File: config.mk
export PLATFORM = sky130hd
export DESIGN_NAME = ex_result_stage
export DESIGN_NICKNAME = d
export VERILOG_FILES = /design/src/rtl/dlx_alu_pkg.sv /design/src/rtl/ex_result_fixup.sv /design/src/rtl/ex_result_stage.sv
export SDC_FILE = /design/constraint.sdc
export NUM_CORES = 1
export LEC_CHECK = 0
export ABC_AREA = 1
export CAP_MARGIN = 20
export CORE_AREA = 2 2 148 150
export CTS_CLUSTER_DIAMETER = 60
export DETAILED_ROUTE_END_ITERATION = 10
export DIE_AREA = 0 0 150 152
export DONT_BUFFER_PORTS = 1
export PLACE_DENSITY_LB_ADDON = 0.1
export SKIP_CTS_REPAIR_TIMING = 1
export SYNTH_ARGS = -nofsm -noshare
export SYNTH_HDL_FRONTEND = slang
export SYNTH_SLANG_ARGS = --single-unit
export TNS_END_PERCENT = 30
File: constraint.sdc
create_clock -name clk -period 4.6 [get_ports clk]
set_input_delay 0.92 -clock clk [delete_from_list [all_inputs] [get_ports clk]]
set_output_delay 0.92 -clock clk [all_outputs]
set_load 0.005 [all_outputs]
File: src/rtl/dlx_alu_pkg.sv
// Shared DLX ALU result types: op codes, branch codes and the
// buffered EX result entry consumed by the MEM stage.
package dlx_alu_pkg;

  localparam int ALU_DW = 32;
  localparam int ALU_RW = 5;

  localparam logic [3:0] OP_AND  = 4'b0000;
  localparam logic [3:0] OP_OR   = 4'b0001;
  localparam logic [3:0] OP_ADD  = 4'b0010;
  localparam logic [3:0] OP_SUB  = 4'b0011;
  localparam logic [3:0] OP_XOR  = 4'b0100;
  localparam logic [3:0] OP_SLL  = 4'b0101;
  localparam logic [3:0] OP_SRL  = 4'b0110;
  localparam logic [3:0] OP_SLTU = 4'b0111;
  localparam logic [3:0] OP_SLT  = 4'b1000;
  localparam logic [3:0] OP_SGEQ = 4'b1001;

  localparam logic [1:0] BR_NONE = 2'b00;
  localparam logic [1:0] BR_EQZ  = 2'b01;
  localparam logic [1:0] BR_NEZ  = 2'b10;

  typedef struct packed {
    logic [ALU_DW-1:0] result;
    logic [ALU_RW-1:0] rd;
    logic              wr_en;
    logic              br_taken;
    logic [3:0]        flags;
  } ex_entry_t;

  function automatic logic is_set_op(
    input logic [3:0] op
  );
    return (op == OP_SLTU) ||
           (op == OP_SLT)  ||
           (op == OP_SGEQ);
  endfunction

  function automatic logic is_arith_op(
    input logic [3:0] op
  );
    return (op == OP_ADD) ||
           (op == OP_SUB);
  endfunction

endpackage

File: src/rtl/ex_result_fixup.sv
// Combinational map from raw ALU outputs to a buffered entry:
// set-op result fix-up, branch resolution, write enable and trap.
module ex_result_fixup
  import dlx_alu_pkg::*;
(
  input  logic [ALU_DW-1:0] result_i,
  input  logic              carry_i,
  input  logic              ovf_i,
  input  logic              zero_i,
  input  logic              set_i,
  input  logic [3:0]        op_i,
  input  logic [ALU_RW-1:0] rd_i,
  input  logic              trap_en_i,
  input  logic [1:0]        br_i,
  output ex_entry_t         entry_o,
  output logic              trap_hit_o
);

  logic is_br;
  logic taken;

  // Resolve branch; reserved code 11 behaves as no branch
  always_comb begin
    is_br = 1'b0;
    taken = 1'b0;
    unique case (1'b1)
      (br_i == BR_EQZ): begin
        is_br = 1'b1;
        taken = zero_i;
      end
      (br_i == BR_NEZ): begin
        is_br = 1'b1;
        taken = ~zero_i;
      end
      default: ;
    endcase
  end

  // Build the entry; trapping entries keep data but never write
  always_comb begin
    trap_hit_o = trap_en_i & ovf_i & is_arith_op(op_i);
    entry_o.result = is_set_op(op_i) ?
      {{(ALU_DW-1){1'b0}}, set_i} : result_i;
    entry_o.rd = rd_i;
    entry_o.wr_en = (rd_i != '0) & ~is_br & ~trap_hit_o;
    entry_o.br_taken = taken;
    entry_o.flags = {carry_i, ovf_i, zero_i, set_i};
  end

endmodule

File: src/rtl/ex_result_stage.sv
// EX result stage: captures ALU results into a 2-entry skid
// buffer toward MEM, raises overflow traps, drives the fwd tap.
module ex_result_stage
  import dlx_alu_pkg::*;
#(
  parameter int DW  = ALU_DW,
  parameter int RW  = ALU_RW,
  parameter int TCW = 16
) (
  input  logic           clk,
  input  logic           rst_n,
  input  logic           in_valid,
  output logic           in_ready,
  input  logic [DW-1:0]  in_result,
  input  logic           in_carry,
  input  logic           in_ovf,
  input  logic           in_zero,
  input  logic           in_set,
  input  logic [3:0]     in_op,
  input  logic [RW-1:0]  in_rd,
  input  logic           in_trap_en,
  input  logic [1:0]     in_br,
  output logic           out_valid,
  input  logic           out_ready,
  output logic [DW-1:0]  out_result,
  output logic [RW-1:0]  out_rd,
  output logic           out_wr_en,
  output logic           out_br_taken,
  output logic [3:0]     out_flags,
  output logic           trap,
  input  logic           trap_ack,
  output logic [TCW-1:0] trap_count,
  output logic           fwd_valid,
  output logic [RW-1:0]  fwd_rd,
  output logic [DW-1:0]  fwd_data
);

  ex_entry_t fix_e;
  logic      fix_trap;

  ex_entry_t head_q, head_d;
  ex_entry_t skid_q, skid_d;
  logic      head_v_q, head_v_d;
  logic      skid_v_q, skid_v_d;

  logic           trap_q, trap_d;
  logic [TCW-1:0] tcnt_q, tcnt_d;

  logic accept;
  logic pop;
  logic hit;

  ex_result_fixup u_fixup (
    .result_i   (in_result),
    .carry_i    (in_carry),
    .ovf_i      (in_ovf),
    .zero_i     (in_zero),
    .set_i      (in_set),
    .op_i       (in_op),
    .rd_i       (in_rd),
    .trap_en_i  (in_trap_en),
    .br_i       (in_br),
    .entry_o    (fix_e),
    .trap_hit_o (fix_trap)
  );

  assign in_ready = ~skid_v_q & ~trap_q;
  assign accept   = in_valid & in_ready;
  assign pop      = head_v_q & out_ready;
  assign hit      = accept & fix_trap;

  // Skid buffer next state; skid full blocks accept, so a
  // pop with skid full only shifts skid into head
  always_comb begin
    head_d   = head_q;
    skid_d   = skid_q;
    head_v_d = head_v_q;
    skid_v_d = skid_v_q;
    if (pop) begin
      if (skid_v_q) begin
        head_d   = skid_q;
        skid_v_d = 1'b0;
      end else if (accept) begin
        head_d = fix_e;
      end else begin
        head_v_d = 1'b0;
      end
    end else if (accept) begin
      if (!head_v_q) begin
        head_d   = fix_e;
        head_v_d = 1'b1;
      end else begin
        skid_d   = fix_e;
        skid_v_d = 1'b1;
      end
    end
  end

  // Sticky trap with set priority over ack; saturating counter
  always_comb begin
    trap_d = trap_q;
    tcnt_d = tcnt_q;
    if (hit) begin
      trap_d = 1'b1;
      if (tcnt_q != '1) begin
        tcnt_d = tcnt_q + 1'b1;
      end
    end else if (trap_ack) begin
      trap_d = 1'b0;
    end
  end

  // State registers; reset drops every buffered entry
  always_ff @(posedge clk or negedge rst_n) begin
    if (!rst_n) begin
      head_q   <= '0;
      skid_q   <= '0;
      head_v_q <= 1'b0;
      skid_v_q <= 1'b0;
      trap_q   <= 1'b0;
      tcnt_q   <= '0;
    end else begin
      head_q   <= head_d;
      skid_q   <= skid_d;
      head_v_q <= head_v_d;
      skid_v_q <= skid_v_d;
      trap_q   <= trap_d;
      tcnt_q   <= tcnt_d;
    end
  end

  assign out_valid    = head_v_q;
  assign out_result   = head_q.result;
  assign out_rd       = head_q.rd;
  assign out_wr_en    = head_v_q & head_q.wr_en;
  assign out_br_taken = head_v_q & head_q.br_taken;
  assign out_flags    = head_q.flags;
  assign trap         = trap_q;
  assign trap_count   = tcnt_q;

  // Forward the youngest buffered entry that writes a register
  always_comb begin
    fwd_valid = 1'b0;
    fwd_rd    = '0;
    fwd_data  = '0;
    unique case (1'b1)
      (skid_v_q & skid_q.wr_en): begin
        fwd_valid = 1'b1;
        fwd_rd    = skid_q.rd;
        fwd_data  = skid_q.result;
      end
      (~(skid_v_q & skid_q.wr_en) &
       head_v_q & head_q.wr_en): begin
        fwd_valid = 1'b1;
        fwd_rd    = head_q.rd;
        fwd_data  = head_q.result;
      end
      default: ;
    endcase
  end

endmodule

Word level (Yosys, flattened, before mapping)
Cells that the tools add are included.
Storage, ports and cells
  word-level logic and storage cells: 81
  input bits: 53
  flip-flop bits (word level): 105
  output and inout bits: 100
Operators by class
  muxes and demuxes: 20
  $add $sub $neg: 1
  equality and inequality tests: 11
  reduce and logical (&&, ||, !) cells: 15
  bitwise operators: 20
Operator list (count)
  2-to-1 mux 43 bit: 5
  one-hot mux 32 bit (2 select lines): 1
  2-to-1 mux 32 bit: 1
  adder 16 x 1 -> 16 bit (second input constant): 1
  inequality test 16 bit (second input constant): 1
  AND 1 bit: 13
  2-to-1 mux 1 bit: 11
  one-hot mux 5 bit (2 select lines): 1
  AND reduction 3 bit: 3
  equality test 4 x 2 -> 1 bit (second input constant): 2
  equality test 4 bit (second input constant): 2
  nonzero test 2 bit: 4
  NOT 1 bit: 7
  nonzero test 5 bit: 1
  equality test 4 x 3 -> 1 bit (second input constant): 1
  inequality test 2 bit (second input constant): 2
  AND reduction 2 bit: 2
  OR reduction 2 bit: 2
  logical OR 1 bit: 3
  equality test 2 x 1 -> 1 bit (second input constant): 1
  equality test 2 bit (second input constant): 1
  inequality test 2 x 1 -> 1 bit (second input constant): 1
  one-hot mux 1 bit (2 select lines): 1

Logic depth before layout (Yosys ltp)
Gate-level depths: netlist (run 1).
  depth in word-level cells: 9
  mapped depth: 10
  gate-level depth less buffers: 9

Hierarchy
Synthesis (run 1) repeated with hierarchy kept, for this count alone.
Unflattened totals
  cell total of the unflattened synthesis: 814
  area, all modules: 6288.5 um^2
By module, submodules not included
  ex_result_stage: cells each 713, area an instance 5806.8 um^2, times used 1
  ex_result_fixup: cells each 101, area an instance 481.7 um^2, times used 1

Worst setup path before layout (run 1)
Ideal clock, no wire load.
  path kind: register to output
  start point: reg skid_v_q
  end point: out fwd_data[10]
  arrival time: 1080 ps
  stages on the path, launching flop included: 5
  path buffers: 1
  setup slack: 2600 ps
  required time: 3680 ps
  cell sequence: dfrtp_1 nand2_1 clkbuf_1 nand3_1 o21ai_0
Between the ends
  longest elaborated chain between the ends: 5
RTL lines
  start: declaration: RTL line ex_result_stage.sv:44  | logic skid_v_q, skid_v_d;
  start signal: assignment: RTL line ex_result_stage.sv:126  | skid_v_q <= skid_v_d;
  AND 1 bit (*): RTL line ex_result_stage.sv:147, ex_result_stage.sv:152
  NOT 1 bit: RTL line ex_result_stage.sv:152  | (~(skid_v_q & skid_q.wr_en) &
  AND 1 bit: RTL line ex_result_stage.sv:152
  AND 1 bit: RTL line ex_result_stage.sv:153  | head_v_q & head_q.wr_en): begin
  one-hot mux 32 bit (2 select lines) (*): RTL line ex_result_stage.sv:146  | unique case (1'b1)
  end: declaration: RTL line ex_result_stage.sv:35  | output logic [DW-1:0] fwd_data
Every way passes the cells marked *; elsewhere a longest branch is shown, timed or not.

Final worst setup path (run 1)
  start point: reg skid_v_q
  end point: out fwd_data[2]
Same word-level chain as after synthesis.

==> results.md, run 1 <==
### STA
- **summed negative setup slack over all endpoints** 0 ns
- **endpoints failing hold** 0
- **fin. max-slew vios** 0
- **min cycle time layout** 2.96 ns
- **ratio of final minimum period to clock period** 64.4%
- **setup-violating endpoint count in the final report** 0
- **slew of the pin with the lowest slew margin** 0.897 ns
- **worst slew slack as a fraction of its limit** 40.0%
- **setup clock skew after layout** 0.0142 ns
- **top achievable clock speed** 338 MHz
- **setup repair after global routing missed its margin** no

### Worst setup path
- **Reg2Reg Setup Slack** 2.44 ns
- **count of cells along the worst register-to-register path** 7
- **required time at the worst-slack endpoint** 3.68 ns
- **kind of start point of the critical path** flop
- **Critical Path Fanout Max** 42
- **critical register-to-register path startpoint** out_valid
- **worst flop-to-flop path endpoint** out_flags[0]
- **category of the critical setup timing path** reg -> out
- **Worst EP arrival** 2.04 ns
- **crit path capture type** output pin

### Logic synthesis
- **unique cell type count in the Yosys netlist** 26
- **netlist area before placement** 0.00586 mm^2
- **number of flip-flops and latches in the synthesized netlist** 105
- **Async SR Flop Fraction** 100%
- **most frequently used cell type in the post-synthesis netlist** sky130_fd_sc_hd__nand2_1
- **Synth Warn #** 0
- **most numerous cell types in the synthesized netlist** 309 x sky130_fd_sc_hd__nand2_1, 105 x sky130_fd_sc_hd__dfrtp_1, 75 x sky130_fd_sc_hd__inv_1, 58 x sky130_fd_sc_hd__o21ai_0, 47 x sky130_fd_sc_hd__nand3_1
- **most common flop cell mapped by yosys** sky130_fd_sc_hd__dfrtp_1
- **Synth area leaders** sky130_fd_sc_hd__dfrtp_1 45%, sky130_fd_sc_hd__nand2_1 20%, sky130_fd_sc_hd__buf_4 5.6%, sky130_fd_sc_hd__o21ai_0 5.0%, sky130_fd_sc_hd__inv_1 4.8%
- **average footprint of a synthesized cell** 7.20 um^2
- **top cell type by total area after synthesis** sky130_fd_sc_hd__dfrtp_1
- **Post-synth EDFFs** 0
- **cell count after synthesis** 814
- **fraction of synthesized cell area taken by the top area cell type** 44.8%
- **Mapped Nets** 870
- **share of synthesized area occupied by flip-flops and latches** 44.8%

### Placed design
- **number of port buffers** 0
- **final estimated routing congestion in global placement** 0.763
- **HPWL Detailed** 11000 um

### Final layout
- **share of final-layout standard cells stronger than drive strength 1** 4.89%
- **final-layout fill cell count** 2359
- **# diodes** 0
- **final standard cell utilization of the core** 28.6%
- **area added between synthesis and finish** 4.36%
- **NumNets Final** 807

### Clock tree
- **number of buffers added by the clock tree synthesis step** 9
- **CTS clock-pin slew for the worst setup and hold paths** 0.09 ns
- **Root Driver** sky130_fd_sc_hd__clkbuf_16
- **total number of H-tree levels** 3
- **CTS Buffer Depth** 2
- **clock latency of the later-clocked register in the worst-skew pair** 0.36 ns
- **TritonCTS sink count** 105
- **clock tree from TritonCTS** yes

### Run
- **# Max-Cap Violations** 0

### GRT
- **wire length of the first global-routing pass** 26000 um
- **number of antenna violations at the first check in global routing** 0
- **Total Routing Usage GR** 14.5%
- **number of global-route vias before repair** 4619
- **maximum number of pins on one net before global-route repair** 106
- **total gr overflow** 0

### Floorplan
- **DIE WIDTH** 150 um
- **Initial Util** 27.4%
- **height of the chip** 152 um
- **number of top-level pins** 153
- **placeable core region** 0.0214 mm^2
- **floorplan row count** 54
- **die area** 0.0228 mm^2

### Drt
- **drt first pass iters** 4
- **antenna viol nets, final** 0
- **post-detailed-route via-to-cell ratio** 4.55
- **WL final** 16400 um
- **WL per Instance** 15.8 um
- **total via count in the routed design** 4714
- **DR iter-0 viols** 246
- **total DRC errors in the routed layout** 0

### Pwr
- **Power per Cell Area** 587 mW/mm^2
- **Internal Power** 0.00213 W
- **portion of total power attributed to the clock network** 24.2%
- **Comb power frac** 31.3%
- **sequential cell fraction of total power** 44.5%
- **Max IR drop VDD** 166 uV
- **switching power share of the total** 40.7%
- **Psw** 0.00146 W
- **standby leakage power** 3.04 nW

### Status
- **outcome** finished clean

### Min path
- **worst min-delay path class** in -> async

-- kinds of logic after synthesis --
group / Yosys count / share of synthesized area [%]
xor+xnor: 6 / 0.897
compound gates: 136 / 12.0
flops: 105 / 44.8
simple gates: 403 / 27.8
fa+ha+maj: 3 / 0.641
buf+inv: 161 / 13.8
-- area by class of cell --
class	count	area, um^2	share of cell area (%)
flip-flops and latches	105	2630	43.0
multi-input cells	548	2420	39.6
well taps	280	350	5.73
inverters	80	300	4.91
clock buffers	9	225	3.68
clock inverters	7	103	1.68
repair buffers	7	85.1	1.39
-- sequential cells by signal, indices dropped and copies added, names as in the netlist --
register / cells
trap: 1
skid_q: 43
trap_count: 16
out_valid: 1
skid_v_q: 1
out_flags: 4
out_result: 32
out_rd: 5
head_q: 2
-- worst max-delay path by stage --
stage                     slack [ns]  depth (start not counted)  startpoint              to
after floorplan                 2.60                          4    skid_v_q    fwd_data[10]
after CTS                       1.59                          4    skid_v_q     fwd_data[2]
after detailed placement        1.96                          8    in_op[2]  out_result[16]
after global placement          1.98                          8    in_op[2]  out_result[12]
after global routing            1.42                          4    skid_v_q     fwd_data[9]
final                           1.64                          4    skid_v_q     fwd_data[2]
-- worst max-delay path: stages (launching register included) --
cell                      delay, ns
sky130_fd_sc_hd__dfrtp_1       0.47
sky130_fd_sc_hd__nand2_2       0.43
sky130_fd_sc_hd__buf_4         0.46
sky130_fd_sc_hd__nand3_1       0.12
sky130_fd_sc_hd__o21ai_0       0.19
-- power groups by stage --
stage | clock network [W] | logic, W | registers (W)
after detailed placement | 0 | 0.00114 | 0.00162
after floorplan | 0 | 0.00116 | 0.00148
after CTS | 0.000898 | 0.00114 | 0.00160
after global placement | 0 | 0.00112 | 0.00162
final | 0.000867 | 0.00112 | 0.00160
after global routing | 0.000932 | 0.00132 | 0.00165
-- routing by layer --
layer  share of wire [%]  global-route usage [%]  up-vias
met3                 6.0                    3.66        9
met4                 1.1                    4.31        0
met1                  46                    18.8     2213
met5                   0                       0        -
li1                    -                       -     2391
met2                  47                    23.7      101
-- placed cells by master, fill, tap and decap left out, drive strengths merged, types with 6 or more instances in the layout --
cell type / count
dfrtp: 105
nand3: 47
o21ai: 92
nor2: 34
nand2: 314
clkbuf: 9
a21oi: 33
buf: 7
xnor2: 6
inv: 79
-- through the flow --
stage | worst slack (ns) | instances | hold WS [ns] | cell area [um^2] | total power, W
floorplan | 2.60 | 814 | 0.449 | 5860 | 0.00264
global placement | 1.98 | 1018 | 0.471 | 5740 | 0.00274
detailed placement | 1.96 | 1018 | 0.476 | 5740 | 0.00276
CTS | 1.59 | 1034 | 0.232 | 6070 | 0.00364
global route | 1.42 | 1036 | 0.228 | 6110 | 0.00390
finish | 1.64 | 1036 | 0.247 | 6110 | 0.00359
(Power assumes the default switching activity.)
==> run 2, diff against run 1 <==
clock period = 2.8 ns   (was 4.6 ns; I/O delays follow)
==> run 2 against run 1 <==
- the flow now finishes with violations (hold timing)
- wire length is 1.7% higher
- die area stayed put
- clock skew is essentially flat
- combinational power rose by 69%
- sequential power increased by 63%
- first-iteration DRC count is 7.3% higher
- hold slack worse by 0.35 ns
- utilization is essentially flat
- critical path type unchanged
==> results.md, run 2 (same netlist as run 1, synthesis figures left out) <==
### Status
- **outcome** finished with violations
- **violations in the final reports** hold timing

### STA
- **Fin Hold WS** -0.103 ns, -0.349 ns
- **worst slew slack as a fraction of its limit** 43.1%, +3.1 points
- **setup repair after global routing missed its margin** no
- **min cycle time layout** 2.50 ns
- **fin. max-slew vios** 0, unchanged
- **ratio of final minimum period to clock period** 89.3%
- **top achievable clock speed** 400 MHz
- **setup-violating endpoint count in the final report** 0, unchanged
- **slew of the pin with the lowest slew margin** 0.852 ns, -0.0451 ns
- **endpoints failing hold** 105, +105
- **setup clock skew after layout** 0.0140 ns, -0.000252 ns
- **summed negative setup slack over all endpoints** 0 ns, unchanged

### Final layout
- **post-route cell area** 0.00611 mm^2, about the same
- **area added between synthesis and finish** 4.33%, about the same
- **register ranked first by flip-flop count** skid_q
- **commonest non-fill, non-tap cell in the layout** sky130_fd_sc_hd__nand2_1
- **flip-flop count of the largest register after layout** 43, unchanged
- **NumNets Final** 810, +0.37%
- **filler-free cell count of the finished design** 1039, +0.29%
- **final standard cell utilization of the core** 28.6%, about the same
- **# diodes** 0, unchanged
- **leading cell types in the layout, fill and taps excluded** 308 x sky130_fd_sc_hd__nand2_1, 105 x sky130_fd_sc_hd__dfrtp_1, 75 x sky130_fd_sc_hd__inv_1
- **share of final-layout standard cells stronger than drive strength 1** 5.14%, +0.24 points

### Worst setup path
- **crit path capture type** output pin
- **biggest cell delay along the critical path** 0.47 ns, about the same
- **Worst Path Buf+Inv** 1, unchanged
- **Worst EP arrival** 1.94 ns, -0.10 ns
- **kind of cell with the highest combined delay on the critical path** simple AND/OR/NAND/NOR gates
- **kind of start point of the critical path** flop
- **Critical Path Fanout Max** 13, -69%
- **crit-path cells** nand2_1 -> clkinv_1 -> nand2_1 -> o22ai_1
- **required time at the worst-slack endpoint** 2.24 ns, -1.44 ns
- **category of the critical setup timing path** reg -> out
- **most used cell, CP** sky130_fd_sc_hd__nand2_1
- **library cell contributing the largest single delay on the critical path** sky130_fd_sc_hd__dfrtp_1

### Clock tree
- **TritonCTS sink count** 105, unchanged
- **Root Driver** sky130_fd_sc_hd__clkbuf_16
- **clock latency of the later-clocked register in the worst-skew pair** 0.35 ns, about the same
- **number of buffers added by the clock tree synthesis step** 9, unchanged
- **clock tree from TritonCTS** yes
- **CTS Buffer Depth** 2, unchanged
- **total number of H-tree levels** 3, unchanged
- **CTS clock-pin slew for the worst setup and hold paths** 0.08 ns, about the same

### Pwr
- **Max IR drop VDD** 297 uV, +79%
- **standby leakage power** 3.05 nW, +0.14%
- **Power per Cell Area** 961 mW/mm^2, +64%
- **power after layout** 0.00587 W, +64%

### GRT
- **number of global-route vias before repair** 4689, +1.5%
- **maximum number of pins on one net before global-route repair** 106, unchanged
- **routing usage on met3** 2.94%, -0.72 points
- **number of antenna violations at the first check in global routing** 0, unchanged
- **met2 usage** 24.5%, +0.74 points
- **Total Routing Usage GR** 14.7%, +0.22 points
- **wire length of the first global-routing pass** 26200 um, +0.58%
- **total gr overflow** 0, unchanged
- **global routing met1 resource utilization** 19.1%, +0.28 points
- **GRT busiest layer** met2

### Drt
- **total via count in the routed design** 4813, +2.1%
- **antenna viol nets, final** 0, unchanged
- **total DRC errors in the routed layout** 0, unchanged
- **WL final** 16700 um, +1.7%
- **DR iter-0 viols** 264, +7.3%
- **post-detailed-route via-to-cell ratio** 4.63, +1.8%
- **WL per Instance** 16.0 um, +1.4%
- **drt first pass iters** 5, +1

### Placed design
- **HPWL Detailed** 11200 um, +2.0%
- **final estimated routing congestion in global placement** 0.811, +6.4%
- **cell area reported after detailed placement** 0.00580 mm^2, +1.1%
- **number of port buffers** 0, unchanged
- **number of placed instances with taps included** 1023, +0.49%

### Run
- **# Max-Cap Violations** 0, unchanged

### Floorplan
- **die area** 0.0228 mm^2, unchanged
- **DIE WIDTH** 150 um, unchanged
- **Initial Util** 27.4%, unchanged
- **floorplan row count** 54, unchanged
- **placeable core region** 0.0214 mm^2, unchanged
- **height of the chip** 152 um, unchanged
- **number of top-level pins** 153, unchanged

### Min path
- **worst min-delay path class** in -> async

run 2: worst paths after layout:
path	start	to	slack, ns	cells past startpoint
max	out_valid	fwd_rd[1]	0.30	4
max reg2reg	out_valid	out_flags[1]	0.96	7
min reg2reg	skid_q[16]	skid_q[16]	0.49	2
max in group asynchronous	rst_n	out_valid	2.67	0
min	rst_n	out_result[10]	-0.10	0
min in group clk	trap_ack	trap	0.30	1
run 2: area by class of cell:
cell class	count	area, um^2
Clock buffer	10	229
Clock inverter	6	82.6
Fill cell	2356	15200
Inverter	80	300
Multi-Input combinational cell	548	2420
Sequential cell	105	2630
Tap cell	280	350
Timing Repair Buffer	10	100
run 2: stage by stage:
| step | hold WS, ns | worst slack (ns) |
|---|---|---|
| 2_1_floorplan | 0.264 | 1.16 |
| 3_3_place_gp | 0.268 | 0.634 |
| 3_5_place_dp | 0.267 | 0.607 |
| 4_1_cts | -0.127 | 0.228 |
| 5_1_grt | -0.129 | 0.159 |
| 6_report | -0.103 | 0.299 |
run 2: power breakdown:
part	total (W)	leakage (nW)	switching, W	internal, W
Clock	0.00137	0.152	0.000589	0.000781
Combinational	0.00189	1.56	0.00128	0.000608
Sequential	0.00261	1.33	0.000497	0.00212
run 2: layer usage:
metal / vias to the layer above / routed length, um
li1: 2394 / -
met1: 2275 / 7490
met2: 130 / 8010
met3: 14 / 914
met4: 0 / 253
met5: - / 0
